### config.mk
export PLATFORM = sky130hd
export DESIGN_NAME = bit_serial_adder
export DESIGN_NICKNAME = d
export VERILOG_FILES = /design/src/rtl/bit_serial_adder_pkg.sv /design/src/rtl/bit_serial_adder_full_adder.sv /design/src/rtl/bit_serial_adder.sv
export SDC_FILE = /design/constraint.sdc
export NUM_CORES = 1
export LEC_CHECK = 0
export CAP_MARGIN = 20
export CORE_AREA = 10 10 80 82
export CTS_BUF_LIST = sky130_fd_sc_hd__clkbuf_8
export DETAILED_ROUTE_END_ITERATION = 10
export DIE_AREA = 0 0 90 92
export SKIP_LAST_GASP = 1
export SYNTH_ARGS = -nofsm -noshare
export SYNTH_HDL_FRONTEND = slang
export SYNTH_SLANG_ARGS = --single-unit
### constraint.sdc
create_clock -name i_CLK -period 2 [get_ports i_CLK]
set_input_delay 0.3 -clock i_CLK [delete_from_list [all_inputs] [get_ports i_CLK]]
set_output_delay 0.3 -clock i_CLK [all_outputs]
set_load 0.1 [all_outputs]
### src/rtl/bit_serial_adder_pkg.sv
// Shared definitions for the bit-serial adder: FSM state encoding and type.
package bit_serial_adder_pkg;

    localparam logic [1:0] ST_IDLE  = 2'd0;
    localparam logic [1:0] ST_SHIFT = 2'd1;
    localparam logic [1:0] ST_DONE  = 2'd2;

    typedef enum logic [1:0] {
        IDLE  = ST_IDLE,
        SHIFT = ST_SHIFT,
        DONE  = ST_DONE
    } state_t;

endpackage

### src/rtl/bit_serial_adder_full_adder.sv
// Single-bit full-adder cell; the only arithmetic in the bit-serial adder.
module bit_serial_adder_full_adder (
    input  logic i_BIT_ONE,
    input  logic i_BIT_TWO,
    input  logic i_BIT_IN,
    output logic o_BIT_SUM,
    output logic o_BIT_CARRY
);

    logic half_sum;

    // Sum and carry of three input bits.
    always_comb begin
        half_sum    = i_BIT_ONE ^ i_BIT_TWO;
        o_BIT_SUM   = half_sum ^ i_BIT_IN;
        o_BIT_CARRY = (i_BIT_ONE & i_BIT_TWO) | (i_BIT_IN & half_sum);
    end

endmodule

### src/rtl/bit_serial_adder.sv
// Bit-serial adder: adds two WIDTH-bit operands LSB first, one bit per clock,
// through a single time-shared full-adder cell with a registered carry.
// Optional signed-overflow output enabled by defining BIT_SERIAL_ADDER_OVERFLOW_EN.
//
// Handshake: i_START is taken whenever o_BUSY is low (IDLE or DONE). The
// accepting edge loads the operands; o_BUSY is then high for WIDTH cycles,
// and o_DONE pulses for exactly one cycle while a new o_SUM/o_CARRY_OUT is
// first visible. Results hold until the next accepted operation completes.
// i_START while o_BUSY is high is ignored.
module bit_serial_adder
    import bit_serial_adder_pkg::*;
#(
    parameter int WIDTH = 8
) (
    input  logic             i_CLK,
    input  logic             i_RST,
    input  logic             i_START,
    input  logic [WIDTH-1:0] i_OPERAND_A,
    input  logic [WIDTH-1:0] i_OPERAND_B,
    input  logic             i_CARRY_IN,
    output logic             o_BUSY,
    output logic             o_DONE,
    output logic [WIDTH-1:0] o_SUM,
    output logic             o_CARRY_OUT,
`ifdef BIT_SERIAL_ADDER_OVERFLOW_EN
    output logic             o_OVERFLOW,
`endif
    output state_t           o_STATE
);

    localparam int CNT_W = (WIDTH > 1) ? $clog2(WIDTH) : 1;
    localparam logic [CNT_W-1:0] LAST_BIT = CNT_W'(WIDTH - 1);

    state_t           state_q;
    logic [WIDTH-1:0] a_q;
    logic [WIDTH-1:0] b_q;
    logic [WIDTH-1:0] sum_q;
    logic             carry_q;
    logic [CNT_W-1:0] cnt_q;
    logic             busy_q;
    logic             done_q;
    logic [WIDTH-1:0] result_q;
    logic             cout_q;
`ifdef BIT_SERIAL_ADDER_OVERFLOW_EN
    logic             ovf_q;
`endif

    logic             fa_sum;
    logic             fa_carry;
    logic [WIDTH-1:0] sum_d;

    bit_serial_adder_full_adder Full_Adder (
        .i_BIT_ONE   (a_q[0]),
        .i_BIT_TWO   (b_q[0]),
        .i_BIT_IN    (carry_q),
        .o_BIT_SUM   (fa_sum),
        .o_BIT_CARRY (fa_carry)
    );

    // New sum bit enters at the MSB so that after WIDTH shifts bit 0 is at the LSB.
    always_comb begin
        sum_d = {fa_sum, sum_q[WIDTH-1:1]};
    end

    // FSM, operand/sum shift registers, bit counter and registered outputs.
    always_ff @(posedge i_CLK or posedge i_RST) begin
        if (i_RST) begin
            state_q  <= IDLE;
            a_q      <= '0;
            b_q      <= '0;
            sum_q    <= '0;
            carry_q  <= 1'b0;
            cnt_q    <= '0;
            busy_q   <= 1'b0;
            done_q   <= 1'b0;
            result_q <= '0;
            cout_q   <= 1'b0;
`ifdef BIT_SERIAL_ADDER_OVERFLOW_EN
            ovf_q    <= 1'b0;
`endif
        end else begin
            done_q <= 1'b0;
            case (state_q)
                IDLE, DONE: begin
                    if (i_START) begin
                        a_q     <= i_OPERAND_A;
                        b_q     <= i_OPERAND_B;
                        carry_q <= i_CARRY_IN;
                        sum_q   <= '0;
                        cnt_q   <= '0;
                        busy_q  <= 1'b1;
                        state_q <= SHIFT;
                    end else begin
                        state_q <= IDLE;
                    end
                end
                SHIFT: begin
                    sum_q   <= sum_d;
                    carry_q <= fa_carry;
                    a_q     <= a_q >> 1;
                    b_q     <= b_q >> 1;
                    if (cnt_q == LAST_BIT) begin
                        // Last bit: publish the result; the counter stays put so it never wraps.
                        result_q <= sum_d;
                        cout_q   <= fa_carry;
`ifdef BIT_SERIAL_ADDER_OVERFLOW_EN
                        ovf_q    <= carry_q ^ fa_carry;
`endif
                        busy_q   <= 1'b0;
                        done_q   <= 1'b1;
                        state_q  <= DONE;
                    end else begin
                        cnt_q <= cnt_q + CNT_W'(1);
                    end
                end
                default: begin
                    busy_q  <= 1'b0;
                    state_q <= IDLE;
                end
            endcase
        end
    end

    assign o_BUSY      = busy_q;
    assign o_DONE      = done_q;
    assign o_SUM       = result_q;
    assign o_CARRY_OUT = cout_q;
`ifdef BIT_SERIAL_ADDER_OVERFLOW_EN
    assign o_OVERFLOW  = ovf_q;
`endif
    assign o_STATE     = state_q;

endmodule

==> flow_metrics.py <==
metrics = {
    "die": {
        "die-area_um2": 8280,
        "ios": 33,
        "die_h_um": 92,
        "start_util_pct": 40.32,
        "core-area_um2": 4912,
        "num_rows": 26,
        "die_x_um": 90,
    },
    "timing": {
        "setup_tns_ps": 0,
        "report.final.slew_viol_count": 0,
        "fin_crit_sh_pct": 78.38,
        "hold_viol": 0,
        "setup_viol": 0,
        "grt_setup_unrepaired": "no",
        "fmax_mhz": 637.9,
        "max_slew_margin_pct": 66.60,
        "min_period_ps": 1568,
        "worstMarginPinSlew_ps": 501.0,
        "skew_ps": 4.491,
    },
    "finish": {
        "final_util_pct": 50.08,
        "fin_nets": 233,
        "area_delta_synth_final_pct": 24.19,
        "drive_above_1_share_pct": 21.43,
        "fin_cells": 280,
        "insertedDiodeCount": 0,
    },
    "yosys": {
        "synth_top_area_share_pct": 50.54,
        "yosysWarnings": 0,
        "yosysUniqueCellTypes": 25,
        "syn_inst": 175,
        "ys_top_cells_by_area": "dfrtp_1 (51%), mux2i_1 (7.1%), mux2_4 (6.1%), a211oi_1 (4.9%), nor2b_1 (4.7%)",
        "ys_seq_elements": 40,
        "synth_edf_count": 0,
        "avgSynthCellArea_um2": 11.32,
        "synth_area_um2": 1981,
        "yosys-top-cells-count": "dfrtp_1 (40), a21oi_1 (15), nor2b_1 (15)",
        "syn-num-nets": 198,
        "seq_area_frac_synth_pct": 50.54,
        "ys_async_sr_fraction_pct": 100.0,
        "yosys.area.top_type": "dfrtp_1",
        "ys.flop_type": "dfrtp_1",
        "yosys.cell_count.top_type": "dfrtp_1",
    },
    "pwr": {
        "power_leakage_nw": 1.072,
        "peakVddDrop_mv": 0.5751,
        "p_per_area_nw_per_um2": 1710,
    },
    "setup_path": {
        "crit_fanout": 24,
        "path_class": "reg -> out",
        "critPathRequiredTime_ps": 1700,
        "cp-start-kind": "flip-flop",
        "worstSetupEndpointType": "primary output",
        "cp.arrival_ps": 1270,
    },
    "clock_network": {
        "cts_sinks": 40,
        "path_clk_slew_ps": 70,
        "clkLatencyLatePin_ps": 290,
        "cts_resized": 0,
        "post_cts_buffers": 0,
        "cts.hold.buffers_added": 0,
        "cts_buffers": 5,
        "htreeDepth": 2,
        "cts_root_buf": "clkbuf_8",
        "clockBufferDepth": 2,
        "cts_tree": "built",
    },
    "route": {
        "antenna_left": 0,
        "drc": 0,
        "routed_wl_um": 3995,
        "vias_per_cell": 4.950,
        "post_drt_wl_per_cell_um": 14.27,
        "dr.pass1.iters": 4,
        "vias": 1386,
        "drt_first_iter_violations": 32,
    },
    "min_path": {
        "holdCritPathClass": "in -> async",
    },
    "job": {
        "maxCapViolCount": 0,
    },
    "global_routing": {
        "grt.total_usage_pct": 9.793,
        "antenna_found_initial": 0,
        "grt_pass1_wl_um": 6706,
        "grt_overflow": 0,
        "grt_pass1_vias": 1461,
        "grt_start_max_net_pins": 41,
    },
    "placement": {
        "port_buffers": 32,
        "place_inst": 273,
        "globalplace.congestion": 0.8007,
        "hpwl_um": 2940,
    },
    "status": {
        "status": "completed",
    },
}
-- cells by family (layout without fill, tap and decap cells) --
logic type | Yosys count | count (layout) | synth area share, %
DFF | 40 | 40 | 50.54
AOI/OAI and AO/OA | 45 | 45 | 14.02
buffers and inverters | 19 | 54 | 5.243
and+or+nand+nor | 38 | 38 | 10.23
adders and majority gates | 3 | 3 | 2.274
muxes | 30 | 30 | 17.69
-- sequential cells by signal, indices dropped and copies added (netlist names) --
register and count:
sum_q 7, o_BUSY 1, o_SUM 8, carry_q 1, b_q 8, o_CARRY_OUT 1
o_STATE 2, o_DONE 1, cnt_q 3, a_q 8
-- power breakdown --
group | internal (mW) | switching, mW | total (mW)
clock network | 0.307 | 0.262 | 0.569
logic | 0.814 | 1.37 | 2.19
registers | 1.18 | 0.277 | 1.45
total | 2.30 | 1.91 | 4.21
-- per-stage QoR --
| step | total power [mW] | setup slack [ps] | hold WS (ps) | instance area [µm²] |
|---|---|---|---|---|
| 2_1_floorplan | 3.151 | 75.29 | 416.8 | 1981 |
| 3_3_place_gp | 3.618 | 405.8 | 479.0 | 2364 |
| 3_5_place_dp | 3.690 | 324.2 | 500.8 | 2364 |
| 4_1_cts | 4.264 | 410.4 | 442.6 | 2460 |
| 5_1_grt | 4.485 | 355.1 | 494.4 | 2460 |
| 6_report | 4.207 | 432.4 | 434.5 | 2460 |
-- cell type report --
cell class	instances	area, µm²
Fill cell	454	2452
Sequential cell	40	1001
Multi-Input combinational cell	116	875.8
Timing Repair Buffer	40	372.9
Clock buffer	7	96.34
Tap cell	70	87.58
Inverter	7	26.28
-- per-layer routing --
metal / global-route usage (%) / vias up / wire length (µm)
met5: 0 / - / 0
met4: 5.836 / 0 / 125
met3: 2.934 / 11 / 200
met2: 16.40 / 35 / 1909
met1: 10.83 / 660 / 1761
li1: - / 680 / -
-- worst max-delay path, cell delays in order (launching register included) --
cell	delay, ps
dfrtp_1	450
buf_4	310
buf_12	210
-- cells in the final DEF (no fill, tap or decap) --
cell	netlist	final
dfrtp_1	40	40
clkbuf_8	0	7
fa_1	1	1
nand3_1	2	2
a22oi_1	2	2
nor2_1	3	3
buf_4	3	19
ha_1	2	2
nor2b_2	1	1
nand2b_1	6	6
mux2i_1	14	14
o21ai_0	11	11
mux2_4	8	8
o211ai_1	1	1
nor2b_1	15	15
inv_1	7	7
clkdlybuf4s50_1	0	19
a211oi_1	13	13
mux2_2	8	8
a22o_1	2	2
nand2_1	11	11
a32o_1	1	1
a21oi_1	15	15
buf_12	0	2
-- worst paths after layout --
kind / from / to / slack (ps) / cells after the start
max reg2reg: cnt_q[0]$_DFFE_PP0P_ / o_SUM[7]$_DFFE_PP0P_ / 470 / 5
min reg2reg: o_SUM[5]$_DFFE_PP0P_ / o_SUM[5]$_DFFE_PP0P_ / 510 / 1
min: i_RST / a_q[1]$_DFFE_PP0P_ / 430 / 3
max: o_STATE[0]$_DFFE_PP0P_ / o_STATE[0] / 430 / 2
min in group i_CLK: o_SUM[5]$_DFFE_PP0P_ / o_SUM[5]$_DFFE_PP0P_ / 510 / 1
max in group asynchronous: i_RST / cnt_q[2]$_DFFE_PP0P_ / 1230 / 3
Power figures use the tool's default switching activity.
